### src/rtl/prbs_pkg.sv
// Shared PRBS definitions: polynomial select, tap table, seed helpers and checker states.
package prbs_pkg;

   localparam int SW = 31;
   localparam logic [SW-1:0] SEED_ONES = '1;

   typedef enum logic [1:0] {
      MODE_PRBS7  = 2'd0,
      MODE_PRBS15 = 2'd1,
      MODE_PRBS23 = 2'd2,
      MODE_PRBS31 = 2'd3
   } mode_e;

   typedef enum logic {
      ST_SEARCH = 1'b0,
      ST_LOCKED = 1'b1
   } chk_fsm_e;

   // Polynomial exponents x^a + x^b + 1; a is also the LFSR order.
   typedef struct packed {
      logic [4:0] a;
      logic [4:0] b;
   } tap_pair_t;

   localparam tap_pair_t [3:0] TAP_TBL = {
      tap_pair_t'{a: 5'd31, b: 5'd28},
      tap_pair_t'{a: 5'd23, b: 5'd18},
      tap_pair_t'{a: 5'd15, b: 5'd14},
      tap_pair_t'{a: 5'd7,  b: 5'd6}
   };

   function automatic logic [SW-1:0] mask_of(input mode_e m);
      return SEED_ONES >> (SW - int'(TAP_TBL[m].a));
   endfunction

endpackage

### src/rtl/prbs_step.sv
// W Fibonacci LFSR steps in one cycle; feed_sel_i shifts in external bits instead of the tap result.
module prbs_step
   import prbs_pkg::*;
#(
   parameter int W = 8
) (
   input  logic [SW-1:0] state_i,
   input  mode_e         mode_i,
   input  logic [W-1:0]  feed_i,
   input  logic          feed_sel_i,
   output logic [SW-1:0] state_o,
   output logic [W-1:0]  bits_o
);

   tap_pair_t     tp;
   logic [4:0]    ia;
   logic [4:0]    ib;
   logic [SW-1:0] msk;
   logic [SW-1:0] st;
   logic          nb;

   always_comb begin
      tp     = TAP_TBL[mode_i];
      ia     = tp.a - 5'd1;
      ib     = tp.b - 5'd1;
      msk    = mask_of(mode_i);
      st     = state_i & msk;
      nb     = 1'b0;
      bits_o = '0;
      // Earliest bit lands in the MSB so the word reads MSB first in time.
      for (int i = 0; i < W; i++) begin
         nb            = st[ia] ^ st[ib];
         bits_o[W-1-i] = nb;
         st            = {st[SW-2:0], (feed_sel_i ? feed_i[W-1-i] : nb)} & msk;
      end
      state_o = st;
   end

endmodule

### config.mk
export PLATFORM = sky130hd
export DESIGN_NAME = prbs_step
export DESIGN_NICKNAME = d
export VERILOG_FILES = /design/src/rtl/prbs_pkg.sv /design/src/rtl/prbs_step.sv
export SDC_FILE = /design/constraint.sdc
export NUM_CORES = 1
export LEC_CHECK = 0
export CORE_MARGIN = 8
export CORE_UTILIZATION = 53
export DETAILED_ROUTE_END_ITERATION = 7
export DONT_BUFFER_PORTS = 1
export PLACE_DENSITY = 0.68
export SYNTH_ARGS = -nofsm -noshare
export SYNTH_HDL_FRONTEND = slang
export SYNTH_SLANG_ARGS = --single-unit
### constraint.sdc
create_clock -name vclk -period 1.5
set_input_delay 0.15 -clock vclk [all_inputs]
set_output_delay 0.15 -clock vclk [all_outputs]
set_load 0.02 [all_outputs]
Yosys cells after proc, flatten, opt, wreduce, memory -nomap -nowiden
Cells that the tools add are included.

Mux-type cells: 42. $lt $le $gt $ge: 3. $mul: 0. Shifts and indexed selects: 1. Reductions and logical operators: 0. $add $sub $neg: 3. Bitwise operators: 17. Eq/ne operators: 0. Divide/modulo/power cells: 0.

Operator list (count): AND 31 bit (9); binary-select mux 1 bit (select 5 bit) (16); >> shifter 31 x 32 -> 31 bit (first input constant) (1); 2-to-1 mux 1 bit (24); binary-select mux 10 bit (select 2 bit) (1); < comparator 5 x 6 -> 1 bit (second input constant) (2); 2-to-1 mux 10 bit (1); subtractor 5 x 1 -> 5 bit (second input constant) (2); bitwise XOR 1 bit (8); subtractor 5 x 5 -> 6 bit (first input constant) (1); < comparator 2 x 3 -> 1 bit (second input constant) (1).

Output and inout bits: 39. Memories kept: 0. Input bits: 42. Bits in registers: 0. Memory bits (read-only): 0. RAM bits: 0. Word-level logic and storage cells: 66. Bits in latches: 0.

Depth between registers and ports, before layout
Depth after elaboration: 45. Mapped depth: 6. Gate-level depth less buffers: 5.

Worst setup path after synthesis
No wires, ideal clock.

Kind: in2out. Start point: input mode_i[0]. End point: output state_o[6]. Arrival time: 1.539 ns. Data required time: 1.350 ns. Path slack: -0.189 ns. Cell stages on the path: 4. Cell sequence: buf_6 > mux4_1 > xor2_1 > o21a_1.

Cells in the longest elaborated chain, start to end: 21. Elaborated cells on any way between the ends: 27. Those cells by class: 3 x add/sub; 1 x shift; 12 x mux; 11 x bitwise.

Ends and longest elaborated chain: start, declared (RTL line prbs_step.sv:8) `input mode_e mode_i,`; binary-select mux 10 bit (select 2 bit) (*) (RTL line prbs_pkg.sv:33, prbs_step.sv:23); 2-to-1 mux 10 bit (not written as such) (*) (RTL line prbs_pkg.sv:33, prbs_step.sv:23); subtractor 5 x 5 -> 6 bit (RTL line prbs_pkg.sv:33) `return SEED_ONES >> (SW - int'(TAP_TBL[m].a));`; >> shifter 31 x 32 -> 31 bit (RTL line prbs_pkg.sv:33); AND 31 bit (RTL line prbs_step.sv:27) `st = state_i & msk;`; binary-select mux 1 bit (select 5 bit) (RTL line prbs_step.sv:32) `nb = st[ia] ^ st[ib];`; 2-to-1 mux 1 bit (not written as such) (RTL line prbs_step.sv:32); bitwise XOR 1 bit (RTL line prbs_step.sv:32); 2-to-1 mux 1 bit (RTL line prbs_step.sv:34) `st = {st[SW-2:0], (feed_sel_i ? feed_i[W-1-i] : nb)} & msk;`; AND 31 bit (RTL line prbs_step.sv:34); binary-select mux 1 bit (select 5 bit) (RTL line prbs_step.sv:32); 2-to-1 mux 1 bit (not written as such) (RTL line prbs_step.sv:32); bitwise XOR 1 bit (*) (RTL line prbs_step.sv:32); via bits_o[6] (RTL line prbs_step.sv:12) `output logic [W-1:0] bits_o`; 2-to-1 mux 1 bit (*) (RTL line prbs_step.sv:34); AND 31 bit (*) (7 in series) (RTL line prbs_step.sv:34); end, declared (RTL line prbs_step.sv:11) `output logic [SW-1:0] state_o,`.

Mark *: on every way through the listed nets, which the timed path passes. The rest lies on a longest branch. The select of a mux whose other input is x is not followed.

Worst setup path in the final report
Start point: input feed_i[6]. End point: output state_o[0].

Cells in the longest elaborated chain, start to end: 32. Elaborated cells on any way between the ends: 44. Those cells by class: 31 x mux; 13 x bitwise.

Ends and longest elaborated chain: start, declared (RTL line prbs_step.sv:9) `input logic [W-1:0] feed_i,`; 2-to-1 mux 1 bit (*) (RTL line prbs_step.sv:34); AND 31 bit (*) (RTL line prbs_step.sv:34); binary-select mux 1 bit (select 5 bit) (RTL line prbs_step.sv:32); 2-to-1 mux 1 bit (not written as such) (RTL line prbs_step.sv:32); bitwise XOR 1 bit (RTL line prbs_step.sv:32); 2-to-1 mux 1 bit (RTL line prbs_step.sv:34); AND 31 bit (*) (RTL line prbs_step.sv:34); binary-select mux 1 bit (select 5 bit) (RTL line prbs_step.sv:32); [... 16 more ...]; bitwise XOR 1 bit (RTL line prbs_step.sv:32); 2-to-1 mux 1 bit (RTL line prbs_step.sv:34); AND 31 bit (*) (RTL line prbs_step.sv:34); binary-select mux 1 bit (select 5 bit) (RTL line prbs_step.sv:32); 2-to-1 mux 1 bit (not written as such) (RTL line prbs_step.sv:32); bitwise XOR 1 bit (*) (RTL line prbs_step.sv:32); 2-to-1 mux 1 bit (*) (RTL line prbs_step.sv:34); AND 31 bit (*) (RTL line prbs_step.sv:34).

Every way passes the cells marked *; elsewhere a longest branch is shown, timed or not. The select of a mux whose other input is x is not followed.

==> metrics <==
largest net degree at the start of global routing 35; post-CTS setup repair buffer count 0; hold_buf cts 0; First-pass DRT Iterations 4; Initial Utilization 0.554; num rows 14; initial antenna violation count 0; YS warnings 0; setup ws final 0.0712 ns; crit share post-route 0.953; Synth Instances 89; crit path launch feed_i[6]; gpl congestion 0.748; WS Path Type input port to output pin; maximum vdd drop 0.281 mV; sequential fraction of the synthesis area 0; post-layout min period 1.43 ns; Final #Nets 132; Buffers on Ports 0; post_cts resized 0; Ant. Diodes 0; Routed Antenna Nets 0; Initial DRC Count 18; crit path DAT 1.28 ns; MaxCap Viol Count 0; Worst EP required 1.35 ns; final hold violations 0; Netlist cell types 29; Via-to-Cell Ratio 6.88; Die Wd 55.2 um; Cell Pwr Density 501 nW/um^2; Routed WL per cell 25.4 um; RSZ-0062 raised after global routing false; Hold Path Class input port to output pin; die area 3050 um^2; Die Ht 55.2 um; global-route wire length before repair 4110 um; post-synthesis net count 131; number of clock buffers in the layout 0; area grow syn2layout 7.67%; DP HPWL 2230 um; Worst Path Max Fanout 2; layout cell share with drive strength beyond 1 0.352; storage element area 0 um^2; outcome completed; final setup fails 0; area of the multi-input gates 798 um^2; total gr overflow 0; Final Slew Violations 0; vias in the first global route 813; Seq cells 0; top cell type's share of synthesized area 0.140; Startpoint Class input port; Worst Tran Pin Value 0.408 ns; DRC 0; leak pwr 0.364 nW; Worst Setup End Kind output pin; setup slack at placement 0.0609 ns; Fillers 142; WL final 2650 um; GRT Total Usage 0.155; Peak Freq 0.700 GHz; top cells by area, synth xor2_1, mux4_2, mux4_1; Setup TNS 0 ns; Top Ports 81; via count 716; post-synth top area cell xor2_1; Synth Cell Area 816 um^2; Worst Setup EP state_o[0]; relative slew slack 0.727; Avg Cell Area, Syn 9.17 um^2; core area 1470 um^2
## placed cells by master (no fill, tap or decap), drive strengths merged
master  instances
a22oi           1
and3            8
nor2            3
buf             8
nand2           3
o21a            1
nand2b          2
and2b           1
and3b           1
mux2            6
and2            8
xnor2           2
nor2b           8
mux2i           5
xor2           13
a211oi          2
a31oi           1
a21oi           5
a32oi           1
o21ai           1
mux4            8
## power by group
part | switching, W | total [W] | internal, W
combinational | 0.000252 | 0.000440 | 0.000188
clock | 0 | 0 | 0
sequential | 0 | 0 | 0
## cell families (layout without fill, tap and decap cells)
group	after synthesis	in the layout	share of synthesized area
XOR/XNOR	15	15	0.161
buffers and inverters	9	8	0.0966
AO/OA/AOI/OAI	12	12	0.114
multiplexers	19	19	0.379
AND/OR/NAND/NOR	34	34	0.250
## area by class of cell
cell class / count / area share
Multi-Input combinational cell: 80 / 0.909
Tap cell: 16 / 0.0228
Timing Repair Buffer: 8 / 0.0684
## worst max-delay path, stage by stage
cell      delay (ns)
nand2b_1        0.15
mux4_2          0.47
o21ai_2         0.08
xnor2_1         0.10
mux2_2          0.33
## worst min-delay path by stage
stage	startpoint	end	slack [ns]	cells after the start
2_1_floorplan	feed_i[2]	state_o[2]	0.46	1
6_report	feed_i[2]	state_o[2]	0.46	1
5_1_grt	feed_i[2]	state_o[2]	0.46	1
3_3_place_gp	feed_i[2]	state_o[2]	0.46	1
4_1_cts	feed_i[2]	state_o[2]	0.46	1
3_5_place_dp	feed_i[2]	state_o[2]	0.47	1
## synthesized netlist by cell type
| cell type | n |
|---|---|
| xor2_1 | 13 |
| and2_1 | 8 |
| and3_1 | 8 |
| nor2b_1 | 8 |
| mux2_2 | 6 |
| mux2i_1 | 5 |
| mux4_2 | 5 |
| a21oi_1 | 4 |
| buf_6 | 3 |
| mux4_1 | 3 |
| nand2_1 | 3 |
| buf_2 | 2 |
| clkbuf_1 | 2 |
| nand2b_1 | 2 |
| nor2_1 | 2 |
| xnor2_1 | 2 |
| a211oi_1 | 1 |
| a211oi_2 | 1 |
| a21oi_2 | 1 |
| a22oi_2 | 1 |
| a31oi_1 | 1 |
| a32oi_1 | 1 |
| and2b_1 | 1 |
| and3b_1 | 1 |
| buf_12 | 1 |
| buf_4 | 1 |
| nor2_2 | 1 |
| o21a_1 | 1 |
| o21ai_2 | 1 |
## per-stage QoR
stage	area, um^2	util	hold WS, ns	power [W]	instances
after global routing	878	0.597	0.464	0.000463	104
final	878	0.597	0.463	0.000440	104
after global placement	878	0.597	0.464	0.000438	104
after CTS	878	0.597	0.464	0.000447	104
after detailed placement	878	0.597	0.466	0.000446	104
after floorplan	877	-	0.459	0.000403	89
## routing by layer
layer  GRT usage  wire, um
met3      0.0731       375
met5           0         0
met1       0.159       887
met4      0.0141        22
met2       0.284      1360
No activity file was read; power rests on OpenSTA's default activity.
